===== src/rtl/serial_subtractor.sv =====
// Bit-serial two's-complement subtractor D = A - B, LSB first, one full-subtractor cell.
// Define SERSUB_OVF_EN to add the registered signed-overflow output V.
module serial_subtractor #(
  parameter int WIDTH = 8
) (
  input  logic             clk,
  input  logic             rst_n,
  input  logic             start,
  input  logic [WIDTH-1:0] A,
  input  logic [WIDTH-1:0] B,
  output logic             busy,
  output logic             done,
  output logic [WIDTH-1:0] D,
  output logic             Bout,
`ifdef SERSUB_OVF_EN
  output logic             V,
`endif
  output logic [1:0]       dbg_state_o
);

  localparam int CW = $clog2(WIDTH);

  typedef enum logic [1:0] {
    S_IDLE = 2'd0,
    S_RUN  = 2'd1,
    S_DONE = 2'd2
  } state_e;

  state_e           state_q;
  logic [WIDTH-1:0] sa_q;
  logic [WIDTH-1:0] sb_q;
  logic [WIDTH-1:0] sd_q;
  logic [WIDTH-1:0] d_q;
  logic [CW-1:0]    cnt_q;
  logic             br_q;
  logic             busy_q;
  logic             done_q;
  logic             bout_q;
`ifdef SERSUB_OVF_EN
  logic             a_msb_q;
  logic             b_msb_q;
  logic             v_q;
`endif

  logic             a0;
  logic             b0;
  logic             d_bit;
  logic             br_d;
  logic [WIDTH-1:0] sd_d;
  logic             last_bit;

  // Full-subtractor cell on the current LSBs; d_bit enters SD from the MSB side.
  assign a0       = sa_q[0];
  assign b0       = sb_q[0];
  assign d_bit    = a0 ^ b0 ^ br_q;
  assign br_d     = (~a0 & b0) | (~a0 & br_q) | (b0 & br_q);
  assign sd_d     = {d_bit, sd_q[WIDTH-1:1]};
  assign last_bit = (cnt_q == CW'(WIDTH - 1));

  always_ff @(posedge clk or negedge rst_n) begin
    if (!rst_n) begin
      state_q <= S_IDLE;
      sa_q    <= '0;
      sb_q    <= '0;
      sd_q    <= '0;
      d_q     <= '0;
      cnt_q   <= '0;
      br_q    <= 1'b0;
      busy_q  <= 1'b0;
      done_q  <= 1'b0;
      bout_q  <= 1'b0;
`ifdef SERSUB_OVF_EN
      a_msb_q <= 1'b0;
      b_msb_q <= 1'b0;
      v_q     <= 1'b0;
`endif
    end else begin
      case (state_q)
        S_IDLE, S_DONE: begin
          done_q <= 1'b0;
          if (start) begin
            sa_q    <= A;
            sb_q    <= B;
            sd_q    <= '0;
            br_q    <= 1'b0;
            cnt_q   <= '0;
            busy_q  <= 1'b1;
            state_q <= S_RUN;
`ifdef SERSUB_OVF_EN
            a_msb_q <= A[WIDTH-1];
            b_msb_q <= B[WIDTH-1];
`endif
          end else begin
            state_q <= S_IDLE;
          end
        end
        S_RUN: begin
          sa_q <= sa_q >> 1;
          sb_q <= sb_q >> 1;
          sd_q <= sd_d;
          br_q <= br_d;
          if (last_bit) begin
            // Counter is cleared rather than incremented so it never wraps.
            cnt_q   <= '0;
            d_q     <= sd_d;
            bout_q  <= br_d;
            busy_q  <= 1'b0;
            done_q  <= 1'b1;
            state_q <= S_DONE;
`ifdef SERSUB_OVF_EN
            v_q     <= (a_msb_q != b_msb_q) && (d_bit != a_msb_q);
`endif
          end else begin
            cnt_q <= cnt_q + CW'(1);
          end
        end
        default: begin
          state_q <= S_IDLE;
          busy_q  <= 1'b0;
          done_q  <= 1'b0;
        end
      endcase
    end
  end

  assign busy        = busy_q;
  assign done        = done_q;
  assign D           = d_q;
  assign Bout        = bout_q;
  assign dbg_state_o = state_q;
`ifdef SERSUB_OVF_EN
  assign V           = v_q;
`endif

endmodule


===== config.mk =====
export PLATFORM = sky130hd
export DESIGN_NAME = serial_subtractor
export DESIGN_NICKNAME = d
export VERILOG_FILES = /design/src/rtl/serial_subtractor.sv
export SDC_FILE = /design/constraint.sdc
export NUM_CORES = 1
export LEC_CHECK = 0
export ABC_AREA = 1
export CORE_MARGIN = 10
export CORE_UTILIZATION = 46
export CTS_CLUSTER_SIZE = 12
export DETAILED_ROUTE_END_ITERATION = 7
export DONT_BUFFER_PORTS = 1
export MAX_ROUTING_LAYER = met4
export SYNTH_ARGS = -nofsm -noshare
export SYNTH_HDL_FRONTEND = slang
export SYNTH_SLANG_ARGS = --single-unit

===== constraint.sdc =====
create_clock -name clk -period 1.8 [get_ports clk]
set_input_delay 0.27 -clock clk [delete_from_list [all_inputs] [get_ports clk]]
set_output_delay 0.27 -clock clk [all_outputs]
set_load 0.02 [all_outputs]

==> impl_metrics.ini <==
[worst_setup_path]
worst_setup_path_start_kind = register
reg2reg_depth = 5
r2r_slack_ns = 0.38
regToRegEndpoint = D[4]
crit_path_end_kind = register
crit_required_ns = 1.99
criticalPathCategory = reg2reg
rr_startpoint = dbg_state_o[0]
worstPathArrival_ns = 1.60
worstPathMaxFanout = 18

[timing]
setup_ws_ns = 0.381
tns_ns = 0
worst-slew-pin-transition_ns = 0.429
final.setup_skew_ns = 0.00495
min_period_ns = 1.42
setup_viol = 0
maxSlewHeadroom = 0.714
rsz0062_at_grt = no
hold_ws_ns = 0.113
maxSlewViolCount = 0
max_freq_mhz = 705
period_share = 0.788
hold_viol_final = 0

[clocking]
clock_latency_ns = 0.29
clk_path_buf_depth = 2
cts_tree = done
cts_sinks = 40
clk_pin_slew_ns = 0.08
cts.repair.resized = 0
clock_tree.root_cell = clkbuf_8
cts_htree_levels = 2
cts_buffers = 5

[die]
fp-row-count = 23
core_sq_um = 3970
fp.dieW_microns = 84
dieHeight_microns = 84
initial_utilization = 0.474
die_area_sq_um = 7060
io_pins = 32

[power]
p_int_w = 0.00233
power_density_nw_per_um2 = 1940
sw_frac_of_total = 0.420
clkPwrFrac = 0.183
seqPwrFrac = 0.435
p_sw_w = 0.00169
ir_drop_uv = 846
leakagePower_nw = 1.13
pwr-share-comb = 0.382

[placement]
dp.final_hpwl_mm = 2.58
post-place-ws_ns = 0.382
gp_congestion = 0.728
placed_area_sq_um = 1920
io_buffers = 0

[yosys]
seq_area_frac_synth = 0.531
avgSynthCellArea_sq_um = 8.45
postSynthCellCount = 223
ys_warn_count = 0
synth_cell_types = 20
syn_area_sq_um = 1880
ys_seq_elements = 40
syn-num-nets = 245

[cells_and_area]
fillCellCount = 390
diodes = 0
fin_nets = 251
multi_input_area_sq_um = 661
area_growth_syn_to_layout_pct = 9.63
drive_gt1_frac = 0.139
fin_area_sq_um = 2070
final_core_util = 0.520
regArea_sq_um = 1000

[global_routing]
grt_pass1_vias = 1291
grt_pass1_wl_mm = 6.47
grt_max_degree = 41
gr-total-overflow = 0
antenna_found_initial = 0
grt_usage = 0.115

[route]
ant_nets = 0
dr_total_vias = 1322
drtPass1Iterations = 4
drt_wl_total_mm = 3.78
drt_iter0_markers = 132
drc_errors = 0
viasPerCell = 4.72
wl_per_cell_microns = 13.5

[worst_hold_path]
min_from = A[7]
hold_depth = 2
hold_end = sa_q[7]
hold_class = in2reg

[status]
status = finished clean

[flow_run]
cap_violations = 0
## cell usage after synthesis
| library cell | instances | area [sq um] |
|---|---|---|
| nand2_1 | 72 | 270 |
| dfrtp_1 | 40 | 1000 |
| inv_1 | 39 | 146 |
| nand3_1 | 28 | 140 |
| o21ai_2 | 8 | 70.1 |
| o21ai_0 | 6 | 30.0 |
| o21ai_1 | 6 | 30.0 |
| buf_2 | 3 | 15.0 |
| buf_6 | 3 | 33.8 |
| nand2_4 | 3 | 33.8 |
| nor2_1 | 3 | 11.3 |
| ha_1 | 2 | 25.0 |
| inv_4 | 2 | 12.5 |
| nand2_2 | 2 | 12.5 |
| buf_4 | 1 | 7.51 |
| clkbuf_1 | 1 | 3.75 |
| fa_1 | 1 | 20.0 |
| inv_2 | 1 | 3.75 |
| nor2_4 | 1 | 11.3 |
| or2_2 | 1 | 6.26 |
## how the worst max path moves through the flow
stage / from / endpoint / slack (ns)
6_report: dbg_state_o[0] / D[4] / 0.38
5_1_grt: dbg_state_o[0] / sb_q[5] / 0.26
4_1_cts: cnt_q[0] / Bout / 0.37
3_5_place_dp: dbg_state_o[0] / D[4] / 0.38
3_3_place_gp: cnt_q[0] / Bout / 0.40
2_1_floorplan: sa_q[0] / sd_q[7] / 0.50
## cells by family (layout without fill, tap and decap cells)
logic type | Yosys count | count (layout) | synth area share
buffers and inverters | 50 | 57 | 0.118
AOI/OAI and AO/OA | 20 | 20 | 0.0691
and+or+nand+nor | 110 | 110 | 0.258
DFF | 40 | 40 | 0.531
adders and majority gates | 3 | 3 | 0.0239
## per-stage QoR
step	power, W	instances
floorplan	0.00300	223
global placement	0.00329	270
detailed placement	0.00331	270
CTS	0.00408	280
global route	0.00442	280
finish	0.00401	280
## critical path: stages (launching register included)
cell and delay (ns):
dfrtp_1 0.61, inv_4 0.07, nor2_4 0.24, nand2_4 0.21, nand2_1 0.13, o21ai_2 0.06
## layer usage
layer	track usage	vias up	part of all wire
met5	-	-	0
met2	0.167	29	0.46
met4	0.0457	0	0.0058
met1	0.145	602	0.49
li1	-	689	-
met3	0.0352	2	0.043
## area by class of cell
type	count	share of cell area
clock inverter	3	0.0206
inverter	42	0.0787
multi-input combinational	133	0.320
timing repair buffer	7	0.0327
clock buffer	5	0.0333
sequential	40	0.485
tap	50	0.0303
## flip-flops by register name, indices dropped and copies added, names as in the netlist
name,flops
Bout,1
sb_q,8
dbg_state_o,2
D,8
sd_q,7
sa_q,8
br_q,1
cnt_q,3
done,1
busy,1
## cell usage in the layout (no fill, tap or decap), types with 2 or more instances in the layout
cell type	instances
nand3_1	28
ha_1	2
nand2_1	72
o21ai_2	8
clkbuf_8	5
o21ai_0	6
nand2_2	2
buf_4	5
o21ai_1	6
nand2_4	3
inv_4	2
inv_1	39
dfrtp_1	40
nor2_1	3
## power groups by stage
stage	logic, W	clock network (W)	registers, W
after global routing	0.00181	0.000791	0.00182
after global placement	0.00152	0	0.00177
after floorplan	0.00131	0	0.00168
after detailed placement	0.00154	0	0.00177
final	0.00153	0.000735	0.00175
after CTS	0.00157	0.000756	0.00176
## what timing repair did
item,CTS,global route
hold endpoints to repair,40,0
setup buffers,0,0
hold buffers,2,0
No activity file was read; power rests on OpenSTA's default activity.
